### src/rtl/aes_ofifo_packer_if.sv
// rtl/aes_ofifo_packer_if.sv - byte-in / word-out bundle for the AES output packer
//
// Purpose: groups the AES-core byte stream, flush request, output-FIFO write
//          port and status signals of aes_ofifo_packer into one bundle.
// Signals:
//   aes_dout   [7:0]  ciphertext byte from the AES core
//   aes_vld           aes_dout valid; the core is never stalled
//   flush             1-cycle pulse requesting emission of a partial word
//   ofifo_full        output FIFO full (backpressure)
//   ofifo_wr          write strobe to the output FIFO
//   ofifo_din  [31:0] packed little-endian word
//   ofifo_be   [3:0]  byte enables for ofifo_din
//   buf_level         byte-buffer occupancy
//   overflow          sticky byte-drop indicator
// Modports: master = environment side (AES core + output FIFO), slave = packer.
// BUF_DEPTH must match the BUF_DEPTH of the packer instance it connects to.

interface aes_ofifo_packer_if #(
   parameter int BUF_DEPTH = 16
);
   logic [7:0]                 aes_dout;
   logic                       aes_vld;
   logic                       flush;
   logic                       ofifo_full;
   logic                       ofifo_wr;
   logic [31:0]                ofifo_din;
   logic [3:0]                 ofifo_be;
   logic [$clog2(BUF_DEPTH):0] buf_level;
   logic                       overflow;

   modport master (
      output aes_dout, aes_vld, flush, ofifo_full,
      input  ofifo_wr, ofifo_din, ofifo_be, buf_level, overflow
   );

   modport slave (
      input  aes_dout, aes_vld, flush, ofifo_full,
      output ofifo_wr, ofifo_din, ofifo_be, buf_level, overflow
   );
endinterface

### src/rtl/aes_ofifo_packer.sv
// rtl/aes_ofifo_packer.sv - elastic byte buffer + little-endian 32-bit packer for the AES core
//
// Purpose: captures every byte the (unstallable) AES core emits into a circular
//          byte buffer, packs bytes little-endian into 32-bit words and writes
//          them to the output FIFO through a single hold register. Partial
//          words leave with a byte-enable mask on flush or after an idle timeout.
// Ports:
//   clock   rising-edge clock
//   rst     asynchronous active-low reset
//   bus     aes_ofifo_packer_if.slave (byte input, flush, FIFO write port, status)
// Parameters:
//   BUF_DEPTH      byte-buffer entries, power of 2, >= 4
//   FLUSH_TIMEOUT  idle cycles with a partial word before auto-flush; 0 disables

module aes_ofifo_packer #(
   parameter int BUF_DEPTH     = 16,
   parameter int FLUSH_TIMEOUT = 64
) (
   input  logic              clock,
   input  logic              rst,
   aes_ofifo_packer_if.slave bus
);
   localparam int          AW      = $clog2(BUF_DEPTH);
   localparam int          TW      = (FLUSH_TIMEOUT > 0) ? $clog2(FLUSH_TIMEOUT + 1) : 1;
   localparam bit          TMO_EN  = (FLUSH_TIMEOUT > 0);
   localparam logic [TW-1:0] TMO_LIM = TW'(FLUSH_TIMEOUT);
   localparam logic [AW:0] DEPTH_L = (AW + 1)'(BUF_DEPTH);

   typedef enum logic [1:0] {S_IDLE, S_GATHER, S_FLUSH} state_t;

   logic [7:0]    mem [BUF_DEPTH];
   logic [AW:0]   wr_ptr, rd_ptr, level;
   logic          buf_empty, buf_full;
   logic          push, pop, word_done;
   logic [7:0]    pop_byte;

   logic [23:0]   acc;
   logic [1:0]    cnt;

   logic          hold_vld, hold_free, wr;
   logic [31:0]   hold_din;
   logic [3:0]    hold_be;
   logic [3:0]    part_be;

   logic [TW-1:0] tmo_cnt;
   logic          tmo_hit, tmo_run;
   logic          load_partial;
   logic          ovf;

   state_t        state, state_nxt;

   // ---------------- byte buffer ----------------
   assign level     = wr_ptr - rd_ptr;
   assign buf_empty = (wr_ptr == rd_ptr);
   assign buf_full  = (level == DEPTH_L);
   assign pop_byte  = mem[rd_ptr[AW-1:0]];

   // The hold register is free this cycle if it is empty or being written out.
   assign wr        = hold_vld & ~bus.ofifo_full;
   assign hold_free = ~hold_vld | wr;

   // Only the word-completing pop needs somewhere to go.
   assign pop       = ~buf_empty & ~((cnt == 2'd3) & ~hold_free);
   // A concurrent pop frees a slot, so a full buffer still accepts the byte.
   assign push      = bus.aes_vld & (~buf_full | pop);
   assign word_done = pop & (cnt == 2'd3);

   always_ff @(posedge clock) begin
      if (push) mem[wr_ptr[AW-1:0]] <= bus.aes_dout;
   end

   always_ff @(posedge clock or negedge rst) begin
      if (!rst) begin
         wr_ptr <= '0;
         rd_ptr <= '0;
         ovf    <= 1'b0;
      end else begin
         if (push) wr_ptr <= wr_ptr + 1'b1;
         if (pop)  rd_ptr <= rd_ptr + 1'b1;
         if (bus.aes_vld & ~push) ovf <= 1'b1;
      end
   end

   // ---------------- accumulator ----------------
   // Lanes are cleared whenever a word leaves, so {8'h0, acc} is already the
   // zero-padded partial word.
   always_ff @(posedge clock or negedge rst) begin
      if (!rst) begin
         acc <= '0;
         cnt <= 2'd0;
      end else if (word_done || load_partial) begin
         acc <= '0;
         cnt <= 2'd0;
      end else if (pop) begin
         case (cnt)
            2'd0:    acc[7:0]   <= pop_byte;
            2'd1:    acc[15:8]  <= pop_byte;
            default: acc[23:16] <= pop_byte;
         endcase
         cnt <= cnt + 2'd1;
      end
   end

   always_comb begin
      part_be = 4'h0;
      case (cnt)
         2'd1:    part_be = 4'h1;
         2'd2:    part_be = 4'h3;
         2'd3:    part_be = 4'h7;
         default: part_be = 4'h0;
      endcase
   end

   // ---------------- hold register ----------------
   always_ff @(posedge clock or negedge rst) begin
      if (!rst) begin
         hold_vld <= 1'b0;
         hold_din <= '0;
         hold_be  <= '0;
      end else if (word_done) begin
         hold_vld <= 1'b1;
         hold_din <= {pop_byte, acc};
         hold_be  <= 4'hF;
      end else if (load_partial) begin
         hold_vld <= 1'b1;
         hold_din <= {8'h00, acc};
         hold_be  <= part_be;
      end else if (wr) begin
         hold_vld <= 1'b0;
      end
   end

   // ---------------- idle timeout ----------------
   // Counts idle cycles in S_GATHER and saturates at the limit.
   always_ff @(posedge clock or negedge rst) begin
      if (!rst) begin
         tmo_cnt <= '0;
      end else if (!tmo_run) begin
         tmo_cnt <= '0;
      end else if (tmo_cnt != TMO_LIM) begin
         tmo_cnt <= tmo_cnt + 1'b1;
      end
   end

   assign tmo_hit = TMO_EN && (tmo_cnt == TMO_LIM) && !pop;

   // ---------------- FSM ----------------
   always_ff @(posedge clock or negedge rst) begin
      if (!rst) state <= S_IDLE;
      else      state <= state_nxt;
   end

   always_comb begin
      state_nxt = state;
      case (state)
         S_IDLE: begin
            if (pop) state_nxt = S_GATHER;
         end
         S_GATHER: begin
            // Flush wins over word completion so bytes still buffered are
            // covered by the flush.
            if (bus.flush || tmo_hit) state_nxt = S_FLUSH;
            else if (word_done)       state_nxt = S_IDLE;
         end
         S_FLUSH: begin
            if (buf_empty && ((cnt == 2'd0) || hold_free)) state_nxt = S_IDLE;
         end
         default: state_nxt = S_IDLE;
      endcase
   end

   always_comb begin
      load_partial = 1'b0;
      tmo_run      = 1'b0;
      case (state)
         S_GATHER: tmo_run      = ~pop;
         S_FLUSH:  load_partial = buf_empty & (cnt != 2'd0) & hold_free;
         default: ;
      endcase
   end

   // ---------------- outputs ----------------
   assign bus.ofifo_wr  = wr;
   assign bus.ofifo_din = hold_din;
   assign bus.ofifo_be  = hold_be;
   assign bus.buf_level = level;
   assign bus.overflow  = ovf;

endmodule
### src/flat_wrapper.sv
// flat-port wrapper written by rule: the top's interface ports become plain ports
module aes_ofifo_packer_flat 
#(
   parameter int BUF_DEPTH     = 16,
   parameter int FLUSH_TIMEOUT = 64
)
  (clock, rst, bus_aes_dout, bus_aes_vld, bus_flush, bus_ofifo_full, bus_ofifo_wr, bus_ofifo_din, bus_ofifo_be, bus_buf_level, bus_overflow);
  aes_ofifo_packer_if #(.BUF_DEPTH(BUF_DEPTH)) bus_i ();
  input  logic clock;
  input  logic rst;
  input wire logic [$bits(bus_i.aes_dout)-1:0] bus_aes_dout;
  input wire logic [$bits(bus_i.aes_vld)-1:0] bus_aes_vld;
  input wire logic [$bits(bus_i.flush)-1:0] bus_flush;
  input wire logic [$bits(bus_i.ofifo_full)-1:0] bus_ofifo_full;
  output wire logic [$bits(bus_i.ofifo_wr)-1:0] bus_ofifo_wr;
  output wire logic [$bits(bus_i.ofifo_din)-1:0] bus_ofifo_din;
  output wire logic [$bits(bus_i.ofifo_be)-1:0] bus_ofifo_be;
  output wire logic [$bits(bus_i.buf_level)-1:0] bus_buf_level;
  output wire logic [$bits(bus_i.overflow)-1:0] bus_overflow;
  assign bus_i.aes_dout = bus_aes_dout;
  assign bus_i.aes_vld = bus_aes_vld;
  assign bus_i.flush = bus_flush;
  assign bus_i.ofifo_full = bus_ofifo_full;
  assign bus_ofifo_wr = bus_i.ofifo_wr;
  assign bus_ofifo_din = bus_i.ofifo_din;
  assign bus_ofifo_be = bus_i.ofifo_be;
  assign bus_buf_level = bus_i.buf_level;
  assign bus_overflow = bus_i.overflow;
  aes_ofifo_packer #(.BUF_DEPTH(BUF_DEPTH), .FLUSH_TIMEOUT(FLUSH_TIMEOUT)) u_core (.clock(clock), .rst(rst), .bus(bus_i));
endmodule
### config.mk
export PLATFORM = sky130hd
export DESIGN_NAME = aes_ofifo_packer_flat
export DESIGN_NICKNAME = d
export VERILOG_FILES = /design/src/rtl/aes_ofifo_packer_if.sv /design/src/rtl/aes_ofifo_packer.sv /design/src/flat_wrapper.sv
export SDC_FILE = /design/constraint.sdc
export NUM_CORES = 1
export LEC_CHECK = 0
export BUFFER_PORTS_ARGS = -buffer_cell sky130_fd_sc_hd__buf_2
export CELL_PAD_IN_SITES_DETAIL_PLACEMENT = 1
export CELL_PAD_IN_SITES_GLOBAL_PLACEMENT = 1
export CORE_UTILIZATION = 55
export DETAILED_ROUTE_END_ITERATION = 7
export MAX_ROUTING_LAYER = met4
export PLACE_DENSITY = 0.89
export SETUP_SLACK_MARGIN = 0.2
export SYNTH_ARGS = -nofsm -noshare
export SYNTH_HDL_FRONTEND = slang
export SYNTH_SLANG_ARGS = --single-unit
### constraint.sdc
create_clock -name clock -period 7.62 [get_ports clock]
set_input_delay 0.762 -clock clock [delete_from_list [all_inputs] [get_ports clock]]
set_output_delay 0.762 -clock clock [all_outputs]
set_load 0.05 [all_outputs]
==> flow_metrics.tcl <==
set metrics [dict create \
    status "finished, final reports clean" \
    endpoint_kind "flop" \
    synth-edff-count 128 \
    start_util_pct 56.7 \
    vias_per_cell 6.09 \
    cts_max_path_buffers 3 \
    critPathLaunchType "flop" \
    yosys_warnings 0 \
    die_w_um 127 \
    fmax_ghz 0.246 \
    yosysSeqAreaShare_pct 68.4 \
    synth-async-reset-ratio_pct 39.3 \
    cts_buffers 23 \
    grt_overflow 0 \
    fillers 1398 \
    synthCells 567 \
    placedCellCount 815 \
    period_share_pct 53.5 \
    hold_viol_final 0 \
    clock_latency_ns 0.51 \
    synth_top_family_by_area "simple AND/OR/NAND/NOR gates" \
    wl_per_cell_um 25.2 \
    synth_top_area_cell "edfxtp_1" \
    rsz0062_at_grt "false" \
    stdcell_count 857 \
    synthSimpleGateAreaFrac_pct 8.72 \
    critical_path.max_fanout 36 \
    vias 5215 \
    cts.hold.buffers_added 0 \
    numPortBuffers 55 \
    synth.top_cell.area_share_pct 44.4 \
    regToRegSetupSlack_ns 3.55 \
    drtPass1Iterations 5 \
    grt_max_degree 84 \
    cts_sinks 211 \
    maxSlewHeadroom_pct 13.6 \
    first_global_vias 5651 \
    critPathLaunch "u_core.rd_ptr[2]$_DFFE_PN0P_" \
    required_ns 7.74 \
    fin_hold_ws_ns 0.442 \
    layout-drive-gt1-share_pct 23.1 \
    min_path_type "in -> async" \
    synth_cell_types 49 \
    ios 56 \
    synth_nets 598 \
    cts_tree "done" \
    worst_slew_pin_slew_ns 1.29 \
    yosys.area_share.xor_xnor_pct 2.18 \
    post_cts_buffers 0 \
    worst_slack_ns 3.55 \
    core_um2 15300 \
    finalWirelength_mm 21.6 \
    setup_viol 0 \
    r2r-start "u_core.rd_ptr[2]$_DFFE_PN0P_" \
    synthTopCellsByArea "edfxtp_1 44%, dfrtp_1 24%, mux4_2 8.3%" \
    cp_slowest_cell "nor3_1" \
    cp_cell_sequence "buf_4 -> inv_1 -> ha_1 -> and4_1 -> a22oi_2 -> or4_4 -> nor3_4 -> nor3_1" \
    ant_nets 0 \
    slew_violations 0 \
    row_count 45 \
    clk_pin_slew_ns 0.06 \
    hpwl_mm 14.3 \
    syn_area_um2 8650 \
    synthAdderAreaFrac_pct 2.69 \
    drt_iter0_drc 485 \
    antenna_cells 0 \
    gr-usage-all-layers_pct 29.2 \
    cpPeakStageDelay_ns 1.07 \
    clock_skew_ns 0.00883 \
    drc 0 \
    antenna_found_initial 0 \
    path_class "reg -> reg" \
    avgSynthCellArea_um2 15.3 \
    ys.flop_type "edfxtp_1" \
    cts-root-buf "clkbuf_16" \
    ir_drop_mv 0.233 \
    syn_to_final_growth_pct 14.7 \
    fin_nets 660 \
    ys_ff_latch 211 \
    htreeDepth 1 \
    synth_compound_area_share_pct 7.49 \
    critical_path_arrival_ns 4.19 \
    cts_resized 0 \
    grt_pass1_wl_mm 33.6 \
    synthMuxAreaShare_pct 8.59 \
    power_density_nw_per_um2 491 \
    dp_slack_ns 3.40 \
    finalSetupTns_ns 0 \
    period_minus_slack_ns 4.07 \
    die_area_um2 16200 \
    gp_congestion 0.818 \
    p_leak_nw 3.98 \
    drv_cap 0 \
    die_y_um 127 \
]
## path summary, 6_finish.rpt
| path | endpoint | depth (start not counted) |
|---|---|---|
| setup reg to reg | u_core.mem[8][3]$_DFFE_PP_ | 8 |
| min in group clock | u_core.bus.ofifo_din[21]$_DFFE_PN0N_ | 2 |
| hold / removal | u_core.tmo_cnt[3]$_DFFE_PN0P_ | 1 |
| hold reg to reg | u_core.bus.ofifo_din[21]$_DFFE_PN0N_ | 2 |
| setup / recovery | u_core.mem[8][3]$_DFFE_PP_ | 8 |
| max in group asynchronous | u_core.rd_ptr[0]$_DFFE_PN0P_ | 1 |
## layer usage
metal  track usage, %  up-vias  wire length (um)
li1                 -     2233                 -
met1             35.0     2724              8250
met2             50.4      199             11400
met3             5.23       59              1190
met4             9.73        0               741
met5                -        -                 0
## critical path: cells and delay by family, from the launching register on
kind                       cells  cell delay [ns]
and+or+nand+nor                4             1.78
AOI/OAI and AO/OA              1             0.60
adders and majority gates      1             0.40
buffers and inverters          2             0.56
DFF                            1             0.32
## final cells by class
cell class,instances,area [um^2],area share [%]
Clock buffer,27,601,6.05
Clock inverter,15,189,1.90
Inverter,16,60.1,0.605
Multi-Input combinational cell,317,2580,26.0
Sequential cell,211,5920,59.6
Tap cell,211,264,2.66
Timing Repair Buffer,60,315,3.18
## sequential cells by signal, summed over array words and instances, names as in the netlist
signal,flops
u_core.rd_ptr,5
u_core.mem,128
u_core.cnt,2
u_core.hold_vld,1
u_core.state,2
u_core.tmo_cnt,7
u_core.bus.overflow,1
u_core.bus.ofifo_be,4
u_core.wr_ptr,5
u_core.acc,24
u_core.bus.ofifo_din,32
## power breakdown
group          switching (mW)  internal (mW)
Sequential              0.170           1.47
Combinational            1.45          0.632
Clock                   0.445          0.704
Total                    2.07           2.81
## kinds of logic (layout without fill, tap and decap cells)
logic type / Yosys count / in the layout
flops: 211 / 211
simple gates: 167 / 167
compound gates: 79 / 79
buf+inv: 39 / 118
mux: 34 / 34
xor+xnor: 19 / 19
fa+ha+maj: 18 / 18
## cell usage after synthesis (all sizes together) (2+ instances only)
cell type / n
nand2: 97
nand3: 4
xor2: 7
buf: 11
nor3: 12
dfrtp: 83
edfxtp: 128
and2: 4
mux4: 32
a21oi: 12
o21a: 2
a22o: 32
nand4: 3
xnor2: 12
nor2: 27
nor4: 5
mux2: 2
inv: 16
or3b: 2
ha: 17
o21ai: 7
o311ai: 2
a22oi: 17
o31ai: 2
clkbuf: 12
and3: 2
nand2b: 5
## cell usage in the layout (no fill, tap or decap), drive strengths merged, types with 5 or more instances in the layout
| cell | n |
|---|---|
| dfrtp | 83 |
| nor4 | 5 |
| xnor2 | 12 |
| o21ai | 7 |
| nor3 | 12 |
| buf | 60 |
| nand2 | 97 |
| clkinv | 8 |
| xor2 | 7 |
| nor2 | 27 |
| a21oi | 12 |
| ha | 17 |
| a22o | 32 |
| clkbuf | 27 |
| inv | 18 |
| edfxtp | 128 |
| nand2b | 5 |
| a22oi | 17 |
| mux4 | 32 |
## per-stage QoR
step                      instance area, um^2  utilization, %  power (mW)
after floorplan                          8650               -        3.15
after global placement                   9130            59.9        3.59
after detailed placement                 9130            59.9        3.71
after CTS                                9920            65.0        4.89
after global routing                     9930            65.1        5.10
final                                    9930            65.1        4.88
Power figures use the tool's default switching activity.
